## config.mk

```make
export PLATFORM = sky130hd
export DESIGN_NAME = execute_stage_flat
export DESIGN_NICKNAME = d
export VERILOG_FILES = /design/src/rtl/execute_stage_if.sv /design/src/rtl/execute_stage.sv /design/src/flat_wrapper.sv
export SDC_FILE = /design/constraint.sdc
export NUM_CORES = 1
export LEC_CHECK = 0
export BUFFER_PORTS_ARGS = -buffer_cell sky130_fd_sc_hd__buf_2
export CAP_MARGIN = 20
export CORE_UTILIZATION = 37
export CTS_CLUSTER_DIAMETER = 200
export DETAILED_ROUTE_END_ITERATION = 10
export SLEW_MARGIN = 20
export SYNTH_ARGS = -nofsm -noshare
export SYNTH_HDL_FRONTEND = slang
export SYNTH_SLANG_ARGS = --single-unit
```

## constraint.sdc

```tcl
create_clock -name clock -period 3.65 [get_ports clock]
set_input_delay 0.365 -clock clock [delete_from_list [all_inputs] [get_ports clock]]
set_output_delay 0.365 -clock clock [all_outputs]
set_load 0.005 [all_outputs]
```

## src/rtl/execute_stage_if.sv

```systemverilog
// Decode-to-execute and execute-to-LSU handshake bundle for execute_stage.
// slave is the execute side, master is the decode/LSU side.
interface execute_stage_if;
  logic        in_valid;
  logic        in_ready;
  logic [3:0]  alufun;
  logic [3:0]  cond;
  logic        set_cc;
  logic [31:0] valA;
  logic [31:0] valB;
  logic [31:0] valC;
  logic [3:0]  dstE_in;
  logic [3:0]  dstM_in;
  logic        out_valid;
  logic        out_ready;
  logic [31:0] valE;
  logic [31:0] valA_out;
  logic [3:0]  dstE;
  logic [3:0]  dstM;
  logic        cnd;

  modport slave (
    input  in_valid, alufun, cond, set_cc, valA, valB, valC, dstE_in, dstM_in, out_ready,
    output in_ready, out_valid, valE, valA_out, dstE, dstM, cnd
  );

  modport master (
    output in_valid, alufun, cond, set_cc, valA, valB, valC, dstE_in, dstM_in, out_ready,
    input  in_ready, out_valid, valE, valA_out, dstE, dstM, cnd
  );
endinterface

```

## src/rtl/execute_stage.sv

```systemverilog
// Execute stage: single-cycle ALU, condition codes, and a one-entry output register toward the LSU.
// Define EXE_MUL_EN to include the 32-step shift-add multiplier (alufun=5); otherwise code 5 is reserved.
module execute_stage (
  input  logic                clock,
  input  logic                reset,
  input  logic                working,
  execute_stage_if.slave      bus,
  output logic [2:0]          cc,
  output logic                busy
);
  logic [31:0] a, b, c;
  logic [31:0] result;
  logic        ofl;
  logic        cnd_now;
  logic        out_free;
  logic        take;
  logic        single_load;

  assign a        = bus.valA;
  assign b        = bus.valB;
  assign c        = bus.valC;
  assign out_free = !bus.out_valid || bus.out_ready;

  always_comb begin
    result = '0;
    ofl    = 1'b0;
    case (bus.alufun)
      4'd0: begin
        result = b + a;
        ofl    = (a[31] == b[31]) && (result[31] != a[31]);
      end
      4'd1: begin
        result = b - a;
        ofl    = (a[31] != b[31]) && (result[31] != b[31]);
      end
      4'd2:    result = a & b;
      4'd3:    result = a ^ b;
      4'd4:    result = b + c;
      4'd6:    result = c;
      default: result = '0;
    endcase
  end

  // cc is {ZF,SF,OF}; evaluated against the value before this operation updates it
  always_comb begin
    cnd_now = 1'b0;
    case (bus.cond)
      4'd0:    cnd_now = 1'b1;
      4'd1:    cnd_now = (cc[1] ^ cc[0]) | cc[2];
      4'd2:    cnd_now = cc[1] ^ cc[0];
      4'd3:    cnd_now = cc[2];
      4'd4:    cnd_now = !cc[2];
      4'd5:    cnd_now = !(cc[1] ^ cc[0]);
      4'd6:    cnd_now = !(cc[1] ^ cc[0]) && !cc[2];
      default: cnd_now = 1'b0;
    endcase
  end

`ifdef EXE_MUL_EN
  typedef enum logic [1:0] {IDLE, MUL, DONE} state_t;
  state_t      state, state_next;
  logic [4:0]  count;
  logic [31:0] acc, mcand, mplier, p_valA;
  logic [3:0]  p_dstE, p_dstM;
  logic        p_set_cc, p_cnd;
  logic        mul_go, mul_load;

  assign bus.in_ready = working && (state == IDLE) && out_free;
  assign take         = bus.in_valid && bus.in_ready;
  assign mul_go       = take && (bus.alufun == 4'd5);
  assign single_load  = take && !mul_go;
  assign mul_load     = (state == DONE) && out_free;
  assign busy         = (state != IDLE);

  always_ff @(posedge clock or negedge reset) begin
    if (!reset) state <= IDLE;
    else        state <= state_next;
  end

  always_comb begin
    state_next = state;
    case (state)
      IDLE:    if (mul_go) state_next = MUL;
      MUL:     if (count == 5'd31) state_next = DONE;
      DONE:    if (out_free) state_next = IDLE;
      default: state_next = IDLE;
    endcase
  end

  // cc cannot change while busy, so cnd is captured at acceptance
  always_ff @(posedge clock or negedge reset) begin
    if (!reset) begin
      count    <= '0;
      acc      <= '0;
      mcand    <= '0;
      mplier   <= '0;
      p_valA   <= '0;
      p_dstE   <= '1;
      p_dstM   <= '1;
      p_set_cc <= 1'b0;
      p_cnd    <= 1'b0;
    end else if (mul_go) begin
      count    <= '0;
      acc      <= '0;
      mcand    <= b;
      mplier   <= a;
      p_valA   <= a;
      p_dstE   <= bus.dstE_in;
      p_dstM   <= bus.dstM_in;
      p_set_cc <= bus.set_cc;
      p_cnd    <= cnd_now;
    end else if (state == MUL) begin
      if (mplier[0]) acc <= acc + mcand;
      mcand  <= mcand << 1;
      mplier <= mplier >> 1;
      count  <= count + 5'd1;
    end
  end
`else
  assign bus.in_ready = working && out_free;
  assign take         = bus.in_valid && bus.in_ready;
  assign single_load  = take;
  assign busy         = 1'b0;
`endif

  always_ff @(posedge clock or negedge reset) begin
    if (!reset) begin
      bus.out_valid <= 1'b0;
      bus.valE      <= '0;
      bus.valA_out  <= '0;
      bus.dstE      <= '1;
      bus.dstM      <= '1;
      bus.cnd       <= 1'b0;
      cc            <= 3'b100;
    end else if (single_load) begin
      bus.out_valid <= 1'b1;
      bus.valE      <= result;
      bus.valA_out  <= a;
      bus.dstE      <= bus.dstE_in;
      bus.dstM      <= bus.dstM_in;
      bus.cnd       <= cnd_now;
      if (bus.set_cc && (bus.alufun <= 4'd3))
        cc <= {(result == 32'd0), result[31], ofl};
    end
`ifdef EXE_MUL_EN
    else if (mul_load) begin
      bus.out_valid <= 1'b1;
      bus.valE      <= acc;
      bus.valA_out  <= p_valA;
      bus.dstE      <= p_dstE;
      bus.dstM      <= p_dstM;
      bus.cnd       <= p_cnd;
      if (p_set_cc) cc <= {(acc == 32'd0), acc[31], 1'b0};
    end
`endif
    else if (bus.out_valid && bus.out_ready) begin
      bus.out_valid <= 1'b0;
    end
  end
endmodule

```

## src/flat_wrapper.sv

```systemverilog
// flat-port wrapper written by rule: the top's interface ports become plain ports
module execute_stage_flat 
  (clock, reset, working, cc, busy, bus_in_valid, bus_alufun, bus_cond, bus_set_cc, bus_valA, bus_valB, bus_valC, bus_dstE_in, bus_dstM_in, bus_out_ready, bus_in_ready, bus_out_valid, bus_valE, bus_valA_out, bus_dstE, bus_dstM, bus_cnd);
  execute_stage_if bus_i ();
  input  logic clock;
  input  logic reset;
  input  logic working;
  output logic [2:0] cc;
  output logic busy;
  input wire logic [$bits(bus_i.in_valid)-1:0] bus_in_valid;
  input wire logic [$bits(bus_i.alufun)-1:0] bus_alufun;
  input wire logic [$bits(bus_i.cond)-1:0] bus_cond;
  input wire logic [$bits(bus_i.set_cc)-1:0] bus_set_cc;
  input wire logic [$bits(bus_i.valA)-1:0] bus_valA;
  input wire logic [$bits(bus_i.valB)-1:0] bus_valB;
  input wire logic [$bits(bus_i.valC)-1:0] bus_valC;
  input wire logic [$bits(bus_i.dstE_in)-1:0] bus_dstE_in;
  input wire logic [$bits(bus_i.dstM_in)-1:0] bus_dstM_in;
  input wire logic [$bits(bus_i.out_ready)-1:0] bus_out_ready;
  output wire logic [$bits(bus_i.in_ready)-1:0] bus_in_ready;
  output wire logic [$bits(bus_i.out_valid)-1:0] bus_out_valid;
  output wire logic [$bits(bus_i.valE)-1:0] bus_valE;
  output wire logic [$bits(bus_i.valA_out)-1:0] bus_valA_out;
  output wire logic [$bits(bus_i.dstE)-1:0] bus_dstE;
  output wire logic [$bits(bus_i.dstM)-1:0] bus_dstM;
  output wire logic [$bits(bus_i.cnd)-1:0] bus_cnd;
  assign bus_i.in_valid = bus_in_valid;
  assign bus_i.alufun = bus_alufun;
  assign bus_i.cond = bus_cond;
  assign bus_i.set_cc = bus_set_cc;
  assign bus_i.valA = bus_valA;
  assign bus_i.valB = bus_valB;
  assign bus_i.valC = bus_valC;
  assign bus_i.dstE_in = bus_dstE_in;
  assign bus_i.dstM_in = bus_dstM_in;
  assign bus_i.out_ready = bus_out_ready;
  assign bus_in_ready = bus_i.in_ready;
  assign bus_out_valid = bus_i.out_valid;
  assign bus_valE = bus_i.valE;
  assign bus_valA_out = bus_i.valA_out;
  assign bus_dstE = bus_i.dstE;
  assign bus_dstM = bus_i.dstM;
  assign bus_cnd = bus_i.cnd;
  execute_stage u_core (.clock(clock), .reset(reset), .working(working), .bus(bus_i), .cc(cc), .busy(busy));
endmodule
```

# Word-level counts from Yosys, hierarchy flattened
# Index checks and enable logic that the tools add are counted.
# word_totals
reg_bits,77
# op_classes
addsub,3
magnitude_cmp,1
eq_ne,15
n_mux,5
bitwise_logic,4
reduce_logical,16
# op_table
cell,count
$pmux 32 s6,1
$add 32x32->32,2
$and 32x32->32,1
$logic_not 32->1,1
$sub 32x32->32,1
$xor 32x32->32,1
$eq 4x3->1 const B,5
$eq 4x2->1 const B,4
$eq 4x1->1 const B,2
$logic_not 4->1,2
$logic_and 1x1->1,7
$pmux 1 s7,1
$le 4x2->1 const B,1
$logic_not 1->1,3
$ne 1x1->1,3
$mux 1,2
$pmux 1 s2,1
$reduce_and 2->1,1
$reduce_bool 2->1,1
$eq 1x1->1,1
$logic_or 1x1->1,1
$or 1x1->1,1
$xor 1x1->1,1

# Depth between registers and ports, before layout
# Gate-level depths: netlist of the first run.
# logic_depth
word_depth,5
mapped_depth,15
depth_no_buf,15

# Worst setup path before layout of the first run
# Ideal clock, no wire load.
# synth_timing
kind,input-to-reg
start,input port bus_valB[0]
end,register u_core.cc[2]
arrival_ps,3894
t_required_ps,3578
path_slack_ps,-316
path_stages,15
n_path_buf,0
path_cell_list,ha_1 > inv_1 > fa_1 > o21ba_1 > nor4_2 > o21ai_2 > o31a_1 > and2b_1 > xnor2_1 > a222oi_1 > o211ai_1 > or3_1 > or4_1 > or4_1 > o21ai_1
# synth_between
elab_chain_len,3
word_cells_on_any_way,7
# synth_lines
item,line,rtl
"start, declared",flat_wrapper.sv:15,input wire logic [$bits(bus_i.valB)-1:0] bus_valB;
"$add 32x32->32, or another cell as far along",execute_stage.sv:38,4'd4: result = b + c;
$pmux 32 s6 *,execute_stage.sv:27,case (bus.alufun)
$logic_not 32->1 *,execute_stage.sv:143,"cc <= {(result == 32'd0), result[31], ofl};"
"end signal, assigned",execute_stage.sv:143,
"end, declared",execute_stage.sv:8,"output logic [2:0] cc,"
# Mark *: on every way between the ends. The rest lies on a longest branch, timed or not.
# A chain may end at the register's enable or synchronous reset.

# Final worst setup path of the first run
# layout_timing
start,input port bus_valB[1]
end,register u_core.cc[2]
# Same word-level chain as after synthesis.

==> results of run 1 <==
-- logic make-up (layout without fill, tap and decap cells) --
logic type / count (synthesis) / after routing
AO/OA/AOI/OAI: 436 / 436
adder cells (fa/ha/maj): 97 / 97
other: 1 / 1
buffers and inverters: 145 / 670
AND/OR/NAND/NOR: 370 / 370
multiplexers: 40 / 40
XOR/XNOR: 49 / 49
flip-flops: 77 / 77
-- per-layer routing --
metal | global-route usage (%) | vias up
met3 | 3.16 | 94
met1 | 40.8 | 5431
met5 | 0 | -
met2 | 52.2 | 463
met4 | 10.9 | 0
li1 | - | 5559
-- synth_stat cells (8+ instances only) --
cell type  instances
inv_1             67
mux2i_1           12
o21bai_1           8
a221o_1            9
and2_1            11
nor2b_1           10
nand2b_1          17
xor2_1            15
nor2_1            85
nor4_1            12
clkbuf_1          56
o21ai_0          102
mux2_2            28
o31ai_1           10
and3_1            12
a211oi_1          18
o2111ai_1          8
or3_1             10
xnor2_1           34
dfstp_2            9
nand2_1          117
dfrtp_1           68
a21o_1            27
o21a_1            11
nand3_1           28
a31oi_1           11
nand4_1           18
a21oi_1           89
nor3_1            24
o211ai_1          18
o21ai_1           10
a221oi_1           8
ha_1              94
a22oi_1           14
-- flip-flops by register name, summed over array words and instances (netlist names) --
| register | cells |
|---|---|
| u_core.bus.dstE | 4 |
| u_core.bus.valE | 32 |
| u_core.bus.cnd | 1 |
| u_core.cc | 3 |
| u_core.bus.valA_out | 32 |
| u_core.bus.dstM | 4 |
| u_core.bus.out_valid | 1 |
-- power groups by stage --
stage	Sequential (mW)	Clock, mW	Combinational, mW
floorplan	1.11	0	0.985
global placement	1.10	0	2.06
detailed placement	1.10	0	2.08
CTS	1.09	0.958	2.11
global route	1.10	0.987	2.34
finish	1.09	0.935	2.15
-- critical path: cells and delay by family --
family                   cells  cell delay (ps)
buffers and inverters        3              300
XOR/XNOR                     1              120
AND/OR/NAND/NOR              5             1760
adder cells (fa/ha/maj)      1              380
AO/OA/AOI/OAI                6             1350
-- worst paths after layout --
kind,startpoint,end,slack [ps],cells after the start
worst max-delay path,bus_valB[1],u_core.cc[2],-340,16
worst min-delay path,reset,u_core.bus.valA_out[21],120,1
worst max register to register,u_core.bus.out_valid,u_core.cc[2],390,12
worst min register to register,u_core.bus.valE[3],u_core.bus.valE[3],480,2
max in group asynchronous,reset,u_core.bus.valA_out[11],2770,2
min in group clock,bus_dstE_in[1],u_core.bus.dstE[1],240,2
-- timing repair --
action / 4_1_cts / 5_1_grt
hold buffers: 0 / 0
resized for setup: 17 / 10
pin swaps: 9 / 4
endpoints found under the setup margin: 3 / 5
buffers inserted: 4 / 0
gates cloned: 0 / 0
-- metrics by stage --
step / setup slack (ps) / hold WS (ps) / util, % / power (mW)
2_1_floorplan: -182 / 69.4 / - / 2.10
3_3_place_gp: -826 / 456 / 54.5 / 3.16
3_5_place_dp: -814 / 465 / 54.5 / 3.18
4_1_cts: -284 / 166 / 56.1 / 4.15
5_1_grt: -498 / 206 / 56.5 / 4.43
6_report: -336 / 122 / 56.5 / 4.17
-- cell type report --
cell class	instances	area, µm²	share of cell area [%]
clock buffers	9	225	1.62
clock inverters	7	61.3	0.441
inverters	72	270	1.95
multi-input cells	993	7100	51.1
flip-flops and latches	77	1940	14.0
well taps	324	405	2.92
repair buffers	582	3890	28.0
==> metrics.md, run 1 <==
| Metric | Value |
|---|---|
| IO Pins | `a little under 200` |
| RSZ-0062 raised after global routing | `true` |
| Total nets after synthesis | `about 1400` |
| Cell-by-cell listing of the critical path | `buf_2 -> buf_4 -> inv_1 -> fa_2 -> o21ba_4 -> nor4_4 -> o21ai_2 -> o31a_1 -> and2b_1 -> xnor2_1 -> a222oi_1 -> o211ai_1 -> or3_1 -> or4_1 -> or4_1 -> o21ai_1` |
| Clock latency on the worst-skew pair | `360 ps` |
| Post-synth top area share | `a little under a fifth` |
| Clock tree from TritonCTS | `done` |
| Total count of hold-check failures in the final report | `0` |
| Max Transition Viols Final | `0` |
| Routed length on met1 | `between 15 and 20 mm` |
| Transition time of the tightest slew-check pin | `between 900 and 1000 ps` |
| Area of all placed cells without fillers | `~14000 µm²` |
| Final standard cell count with taps included and fillers excluded | `~2100` |
| Final worst setup slack | `-336 ps` |
| Final routed wire length divided by cell count | `around 19 µm` |
| Count of clock tree sinks | `between 70 and 80` |
| Relative contribution of sequential cells to total power | `approximately a quarter` |
| Commonest non-fill, non-tap cell in the layout | `buf_4` |
| Slew headroom | `between 30% and 40%` |
| Clock power frac | `roughly 22%` |
| Count of input and output buffers | `between 150 and 200` |
| DR iter-0 viols | `between 800 and 900` |
| Total of fill cells in the finished design | `around 2400` |
| Core Box Area | `24600 µm²` |
| Detailed-routed wire length on met2 | `18.4 mm` |
| Initial Util | `38.2%` |
| Vias in the first global route | `approximately 12000` |
| Type of the worst min-delay path | `primary input to asynchronous set/reset pin` |
| Library cell contributing the largest single delay on the critical path | `or4_1` |
| Simple-gate area share of the yosys netlist | `around a fifth` |
| Finish-stage setup viols | `1` |
| Most frequent CP cell | `or4_1` |
| Congestion Overflow GR | `0` |
| Die width | `~160 µm` |
| Proportion of power drawn by combinational gates | `slightly above 50%` |
| Estimated wirelength of the detail-placed design | `about 33 mm` |
| Cell accounting for the most synthesized area | `dfrtp_1` |
| Fraction of the mapped netlist area in compound gates | `a little under a third` |
| Num CTS Buffers | `9` |
| Multiplexer share of the synthesized area | `roughly 4.6%` |
| Fraction of the mapped netlist area in adder cells | `a little over an eighth` |
| H-tree Lvls | `3` |
| Crit. End Element | `register` |
| CP max FO | `4` |
| Wire length of the first global-routing pass | `between 60 and 70 mm` |
| Worst Path Required | `3940 ps` |
| Number of remaining DRC errors | `0` |
| Max Fclk | `roughly 250 MHz` |
| Number of warnings printed during yosys synthesis | `0` |
| Die Span Y | `between 150 and 200 µm` |
| Max-cap violations | `0` |
| Sum Neg Setup Slack | `-336 ps` |
| Number of distinct library cells after synthesis | `94` |
| First-pass DRT Iterations | `5` |
| Clock edge transition at the registers on the reported setup and hold paths | `70 ps` |
| Largest net degree at the start of global routing | `74` |
| Commonest register cell after synthesis | `dfrtp_1` |
| Top library cells by usage in the layout, fill and taps aside | `388 x buf_4, 193 x buf_2, 116 x nand2_1` |
| Data arrival time of the critical path | `between 4000 and 5000 ps` |
| DRT Wirelength | `about 40 mm` |
| Period utilisation layout | `109%` |
| Syn Std Cell Area | `roughly 9400 µm²` |
| Max stage delay on crit path | `480 ps` |
| Fin crit period | `approximately 4000 ps` |
| Pwr per Cell Area | `around 300 nW/µm²` |
| Number of antenna violations at the first check in global routing | `0` |
| Number of flops mapped to enable cells by yosys | `0` |
| Kind of launch point of the worst setup path | `primary input` |
| Sequential fraction of the synthesis area | `between 20% and 30%` |
| Run status | `finished, violations left` |
| Instance count of the mapped netlist | `approximately 1200` |
| Maximum ir drop on the vdd rail | `approximately 0.20 mV` |
| Inserted Diodes | `0` |
| Failing checks | `setup timing` |
| Internal Dissipation | `between 2 and 3 mW` |
| DR top layer | `met4` |
| Share of synthesized registers carrying an async set or reset | `100%` |
| Total Die Area | `26000 µm²` |
| Cell leakage power | `a little under 7 nW` |
| Type of the worst setup path | `primary input to register` |
| DP Area | `13400 µm²` |
| Per-cell via count in the routed design | `5.59` |
| Maximum root-to-sink buffer count | `2` |
| Layout Nets | `between 1500 and 2000` |
| Placed insts | `2044` |
| Largest family of logic cells by synthesized area | `compound AO/OA/AOI/OAI gates` |
| Switching power as a share of total power | `39.4%` |
| Met3 WL | `around 2.3 mm` |
| Max Clock Skew | `approximately 8 ps` |
| Tot GR Track Use | `roughly 31%` |
| Net load switching power | `~1.6 mW` |
| Synth-to-layout area growth | `47.9%` |
| Residual antenna-violating net count after detailed routing | `0` |
| Area contributors post-synth | `dfrtp_1 18%, ha_1 13%, o21ai_0 5.4%, a21oi_1 4.7%, nand2_1 4.7%` |
| GPL Wtd Cong | `1.01` |
| Share of post-route cells with drive strength above 1 | `~39%` |
| Parity-gate share of the synthesized area counting xor and xnor cells | `~4.6%` |
| Via count | `11500` |
| Clk Tree Root Cell | `clkbuf_16` |
| Syn avg cell area | `7.73 µm²` |
| Number of cell rows | `57` |
| Total of flip-flops plus latches after synthesis | `between 70 and 80` |
(Power assumes the default switching activity.)
==> run 2: changes to the inputs <==
--- a/config.mk
+++ b/config.mk
@@ -7,6 +7,7 @@
 export LEC_CHECK = 0
 export BUFFER_PORTS_ARGS = -buffer_cell sky130_fd_sc_hd__buf_2
 export CAP_MARGIN = 20
+export CORE_MARGIN = 2
 export CORE_UTILIZATION = 37
 export CTS_CLUSTER_DIAMETER = 200
 export DETAILED_ROUTE_END_ITERATION = 10
==> run 2 against run 1 <==
  * The flow still finishes with violations (setup timing)
  * Global-route usage is essentially flat
  * Cell count grew 0.68%
  * Setup slack gained 140 ps
  * Critical path type unchanged
  * Critical endpoint unchanged
  * Largest cell class unchanged
  * Largest power group unchanged
==> metrics.md, run 2 (synthesized netlist as in run 1, its figures left out) <==
| Metric | Value |
|---|---|
| Share of post-route cells with drive strength above 1 | `between 30% and 40%` |
| Clock tree from TritonCTS | `done` |
| Slew headroom | `a little over a third` |
| Multi-input gate area in the final layout | `just over 7000 µm²` |
| Switching power as a share of total power | `around two fifths` |
| Number of remaining DRC errors | `0` |
| CP max FO | `5` |
| Top library cells by usage in the layout, fill and taps aside | `392 x buf_4, 190 x buf_2, 116 x nand2_1` |
| Congestion Overflow GR | `0` |
| Combined buffer and inverter count along the critical path | `2` |
| Wire length of the first global-routing pass | `between 60 and 70 mm` |
| Commonest non-fill, non-tap cell in the layout | `buf_4` |
| Synth-to-layout area growth | `50.0%` |
| Fin crit period | `3840 ps` |
| GPL Wtd Cong | `0.965` |
| Final worst setup slack | `-195 ps` |
| Num CTS Buffers | `9` |
| RSZ-0062 raised after global routing | `true` |
| Clock power frac | `approximately 23%` |
| Run status | `finished, violations left` |
| Layout Nets | `approximately 2000` |
| Number of antenna violations at the first check in global routing | `0` |
| Max Clock Skew | `between 20 and 25 ps` |
| Period utilisation layout | `105%` |
| Library cell contributing the largest single delay on the critical path | `or4_4` |
| Count of clock tree sinks | `slightly below 80` |
| H-tree Lvls | `3` |
| Worst Path Required | `3930 ps` |
| Cell leakage power | `approximately 7 nW` |
| Transition time of the tightest slew-check pin | `roughly 960 ps` |
| DR iter-0 viols | `between 1000 and 1500` |
| Area taken by flip-flops and latches | `roughly 1900 µm²` |
| Finish-stage setup viols | `2` |
| Max-cap violations | `0` |
| Max Fclk | `about 260 MHz` |
| Clk Tree Root Cell | `clkbuf_16` |
| Estimated wirelength of the detail-placed design | `34.0 mm` |
| Maximum ir drop on the vdd rail | `0.193 mV` |
| Pwr per Cell Area | `approximately 300 nW/µm²` |
| Residual antenna-violating net count after detailed routing | `0` |
| Registers with the most flip-flops | `u_core.bus.valA_out (32), u_core.bus.valE (32)` |
| Core Box Area | `~25000 µm²` |
| Final routed wire length divided by cell count | `20.1 µm` |
| DRT Wirelength | `roughly 42 mm` |
| Net load switching power | `between 1.5 and 2 mW` |
| First-pass DRT Iterations | `8` |
| Fraction of the core area covered by cells at the end of the flow | `approximately 56%` |
| Clock edge transition at the registers on the reported setup and hold paths | `roughly 100 ps` |
| Type of the worst min-delay path | `primary input to asynchronous set/reset pin` |
| Type of the worst setup path | `primary input to register` |
| Gate family responsible for the most delay along the worst path | `simple AND/OR/NAND/NOR gates` |
| Max Transition Viols Final | `0` |
| Total of fill cells in the finished design | `between 2000 and 2500` |
| Internal Dissipation | `2.56 mW` |
| Tot GR Track Use | `between 30% and 40%` |
| Count of input and output buffers | `approximately 200` |
| Number of cell rows | `58` |
| Data arrival time of the critical path | `a little over 4000 ps` |
| Kind of launch point of the worst setup path | `primary input` |
| Per-cell via count in the routed design | `~5.6` |
| Maximum root-to-sink buffer count | `2` |
| Cell-by-cell listing of the critical path | `buf_2 -> ha_1 -> nor2b_1 -> o2111ai_1 -> nand3_1 -> buf_4 -> and3_1 -> o31ai_1 -> nand2_1 -> xnor2_1 -> o211ai_1 -> or3_1 -> or4_4 -> or4_1 -> o21ai_1` |
| Vias in the first global route | `approximately 11000` |
| Clock latency on the worst-skew pair | `370 ps` |
| Die Span Y | `roughly 160 µm` |
| Max stage delay on crit path | `between 400 and 500 ps` |
| Worst Hold Margin | `48.0 ps` |
| Die width | `approximately 160 µm` |
| Proportion of power drawn by combinational gates | `between 50 and 60%` |
| Crit. End Element | `register` |
| Largest net degree at the start of global routing | `67` |
| Initial Util | `between 30% and 40%` |
| Total count of hold-check failures in the final report | `0` |
| Total Die Area | `between 20000 and 30000 µm²` |
| Failing checks | `setup timing` |
| Via count | `roughly 12000` |
| Inserted Diodes | `0` |
| Relative contribution of sequential cells to total power | `roughly 26%` |
| IO Pins | `slightly below 200` |
## run 2: cell count changes in the layout (fill, tap and decap cells not counted), sizes merged
cell,delta
buf,+8
clkinv,+1
inv,-1
## run 2: cell type report
cell class	count	area share, %
clock buffers	9	1.60
clock inverters	7	0.453
inverters	72	1.94
multi-input cells	993	50.8
flip-flops and latches	77	13.8
well taps	330	2.93
repair buffers	590	28.5
## run 2: final timing paths
| path | cells past startpoint | start | endpoint | slack (ps) |
|---|---|---|---|---|
| min in group clock | 2 | bus_dstE_in[1] | u_core.bus.dstE[1] | 240 |
| min reg2reg | 2 | u_core.bus.valA_out[30] | u_core.bus.valA_out[30] | 470 |
| max in group asynchronous | 2 | reset | u_core.cc[2] | 2710 |
| min | 1 | reset | u_core.bus.valA_out[16] | 50 |
| max reg2reg | 12 | u_core.bus.out_valid | u_core.cc[2] | 490 |
| max | 15 | bus_valB[2] | u_core.cc[2] | -190 |
## run 2: stage by stage
step | cell area [µm²] | setup TNS, ps | cells | worst slack, ps | power [mW]
after global routing | 14100 | -993 | 2078 | -378 | 4.51
after floorplan | 9420 | -182 | 1215 | -182 | 2.10
after CTS | 14000 | -214 | 2076 | -127 | 4.25
final | 14100 | -379 | 2078 | -195 | 4.27
after global placement | 13400 | -2720 | 2045 | -878 | 3.20
after detailed placement | 13400 | -2980 | 2045 | -873 | 3.21
## run 2: repair_timing
action | CTS | global route
hold endpoints to repair | 0 | 0
setup buffers | 15 | 2
pin swaps | 25 | 0
endpoints found under the setup margin | 3 | 5
gates resized for setup | 43 | 4
hold buffers | 0 | 0
## run 2: power groups by stage
stage,Combinational (mW),Clock (mW),Sequential (mW)
6_report,2.22,0.958,1.09
5_1_grt,2.40,1.00,1.11
4_1_cts,2.18,0.984,1.09
3_5_place_dp,2.11,0,1.11
3_3_place_gp,2.09,0,1.10
2_1_floorplan,0.985,0,1.11
## run 2: layer usage
layer	global-route usage, %	vias to the layer above	part of all wire [%]
met5	0	-	0
met4	9.69	0	3.2
li1	-	5574	-
met2	51.1	503	46
met3	3.68	92	6.9
met1	42.0	5535	44
==> run 3: changes to the inputs <==
==> constraint.sdc (replaced) <==
create_clock -name clock -period 4.7 [get_ports clock]
set_input_delay 0.47 -clock clock [delete_from_list [all_inputs] [get_ports clock]]
set_output_delay 0.47 -clock clock [all_outputs]
set_load 0.005 [all_outputs]
==> run 3 against run 2 <==
  * The run now ends clean
  * Die area unchanged
  * Global-route usage fell by 3.4 points
  * Routed wire length down 10%
  * Largest cell class unchanged
  * Highest routed layer unchanged
==> metrics.md, run 3 (synthesized netlist as in run 1, its figures left out) <==
| Metric | Value |
|---|---|
| Run status | `completed` |
| Number of antenna violations at the first check in global routing | `0` |
| Num CTS Buffers | `9` |
| Clock edge transition at the registers on the reported setup and hold paths | `around 70 ps` |
| Switching power as a share of total power | `approximately two fifths` |
| Relative contribution of sequential cells to total power | `~30%` |
| Number of cells upsized or downsized after cts | `0` |
| Wire length of the first global-routing pass | `roughly 57 mm` |
| Kind of launch point of the worst setup path | `primary input` |
| Registers with the most flip-flops | `u_core.bus.valA_out (32), u_core.bus.valE (32)` |
| Via count | `roughly 10000` |
| DR iter-0 viols | `~1200` |
| H-tree Lvls | `3` |
| Combined buffer and inverter count along the critical path | `2` |
| Number of remaining DRC errors | `0` |
| Fin crit period | `around 4500 ps` |
| Slack of the worst reg-to-reg path | `around 1300 ps` |
| GPL Wtd Cong | `between 0.9 and 1` |
| Max stage delay on crit path | `about 550 ps` |
| Type of the worst setup path | `primary input to register` |
| Share of post-route cells with drive strength above 1 | `approximately a quarter` |
| Proportion of power drawn by combinational gates | `45.6%` |
| Worst reg2reg startpoint | `u_core.bus.out_valid` |
| Most frequent CP cell | `or4_1` |
| Area of all placed cells without fillers | `~11000 µm²` |
| Core Box Area | `between 20000 and 30000 µm²` |
| Post-CTS setup-driven buffer insertion count | `0` |
| Count of clock tree sinks | `77` |
| DP Area | `approximately 11000 µm²` |
| Largest net degree at the start of global routing | `85` |
| IO Pins | `roughly 200` |
| Max Fclk | `~220 MHz` |
| Worst r2r dst | `u_core.cc[2]` |
| Total count of hold-check failures in the final report | `0` |
| Clock power frac | `24.8%` |
| Max-cap violations | `0` |
| Crit. End Element | `register` |
| Critical Path Start | `bus_valA[1]` |
| Cell-by-cell listing of the critical path | `buf_2 -> inv_1 -> ha_1 -> nand2b_1 -> a2111oi_2 -> nor3_1 -> a221o_1 -> a221oi_1 -> nand4_1 -> nor4_1 -> and3_1 -> nand3_1 -> or4_1 -> or4_1 -> o21ai_1` |
| Per-cell via count in the routed design | `between 5 and 6` |
| Transition time of the tightest slew-check pin | `911 ps` |
| DRT Wirelength | `between 30 and 40 mm` |
| Residual antenna-violating net count after detailed routing | `0` |
| Layout Nets | `about 1600` |
| First-pass DRT Iterations | `5` |
| Data arrival time of the critical path | `about 4700 ps` |
| Initial Util | `37.5%` |
| End point of the critical path | `u_core.cc[2]` |
| Levels on crit path | `15` |
| Final routed wire length divided by cell count | `21.4 µm` |
| Pwr per Cell Area | `between 200 and 300 nW/µm²` |
| Total power consumption of the routed design | `around 2.9 mW` |
| Die width | `163 µm` |
| Tot GR Track Use | `between 20% and 30%` |
| Clock tree from TritonCTS | `done` |
| Estimated wirelength of the detail-placed design | `between 30 and 40 mm` |
| Gate family responsible for the most delay along the worst path | `simple AND/OR/NAND/NOR gates` |
| Number of cell rows | `58` |
| Maximum ir drop on the vdd rail | `between 0.15 and 0.2 mV` |
| Hold-fix buffers at CTS | `0` |
| Commonest non-fill, non-tap cell in the layout | `buf_2` |
| Clk Tree Root Cell | `clkbuf_16` |
| Max Transition Viols Final | `0` |
| Internal Dissipation | `~1.7 mW` |
| Cell leakage power | `about 5.4 nW` |
| Die Span Y | `~160 µm` |
| Maximum root-to-sink buffer count | `2` |
| RSZ-0062 raised after global routing | `false` |
| Slew headroom | `between 30% and 40%` |
| Congestion Overflow GR | `0` |
| Count of input and output buffers | `slightly below 200` |
| Finish-stage setup viols | `0` |
| CP max FO | `3` |
| Library cell contributing the largest single delay on the critical path | `or4_1` |
| Inserted Diodes | `0` |
| Total Die Area | `26700 µm²` |
| Top library cells by usage in the layout, fill and taps aside | `194 x buf_2, 116 x nand2_1, 102 x o21ai_0` |
| Net load switching power | `1.18 mW` |
| Clock latency on the worst-skew pair | `350 ps` |
| Total of fill cells in the finished design | `approximately 2600` |
| Worst Path Required | `between 4000 and 5000 ps` |
| Type of the worst min-delay path | `primary input to asynchronous set/reset pin` |
| Period utilisation layout | `95.0%` |
| Vias in the first global route | `roughly 10000` |
| Synth-to-layout area growth | `20.8%` |
| Number of cells on the worst reg-to-reg path | `11` |
| Max Clock Skew | `~12 ps` |
-- run 3: cell types whose count changed in the layout (fill, tap and decap cells not counted), sizes merged --
cell	change
buf	-324
-- run 3: stage by stage --
step / setup slack [ps] / instances / utilization (%) / hold slack (ps) / setup TNS [ps]
final: 237 / 1754 / 45.3 / 140 / 0
after global routing: 1.48 / 1754 / 45.3 / 191 / 0
after CTS: 290 / 1754 / 45.3 / 163 / 0
after detailed placement: -53.2 / 1738 / 44.2 / 466 / -53.2
after global placement: 22.2 / 1738 / 44.2 / 456 / 0
after floorplan: 629 / 1215 / - / 174 / 0
-- run 3: power groups by stage --
stage | Sequential, mW | Combinational, mW | Clock, mW
2_1_floorplan | 0.864 | 0.761 | 0
3_3_place_gp | 0.863 | 1.29 | 0
3_5_place_dp | 0.866 | 1.30 | 0
4_1_cts | 0.854 | 1.30 | 0.729
5_1_grt | 0.866 | 1.44 | 0.759
6_report | 0.855 | 1.32 | 0.717
-- run 3: layout make-up --
type / instances / area [µm²] / share of cell area [%]
multi-input cells: 993 / 6920 / 60.9
flip-flops and latches: 77 / 1940 / 17.1
repair buffers: 266 / 1520 / 13.4
well taps: 330 / 413 / 3.64
inverters: 72 / 270 / 2.38
clock buffers: 9 / 225 / 1.98
clock inverters: 7 / 63.8 / 0.562
-- run 3: worst min path at each step --
stage,startpoint,endpoint,slack (ps),depth (start not counted)
2_1_floorplan,reset,u_core.bus.cnd,170,0
3_3_place_gp,u_core.bus.valA_out[30],u_core.bus.valA_out[30],460,2
3_5_place_dp,u_core.bus.valA_out[30],u_core.bus.valA_out[30],470,2
4_1_cts,reset,u_core.bus.valA_out[23],160,1
5_1_grt,reset,u_core.bus.valA_out[23],190,1
6_report,reset,u_core.bus.valA_out[23],140,1
-- run 3: layer usage --
| metal | vias to the layer above | global-route usage (%) | wire length, µm |
|---|---|---|---|
| met5 | - | 0 | 0 |
| met3 | 65 | 3.33 | 2560 |
| met1 | 4997 | 39.1 | 17200 |
| li1 | 4933 | - | - |
| met2 | 446 | 43.7 | 16800 |
| met4 | 0 | 8.05 | 927 |
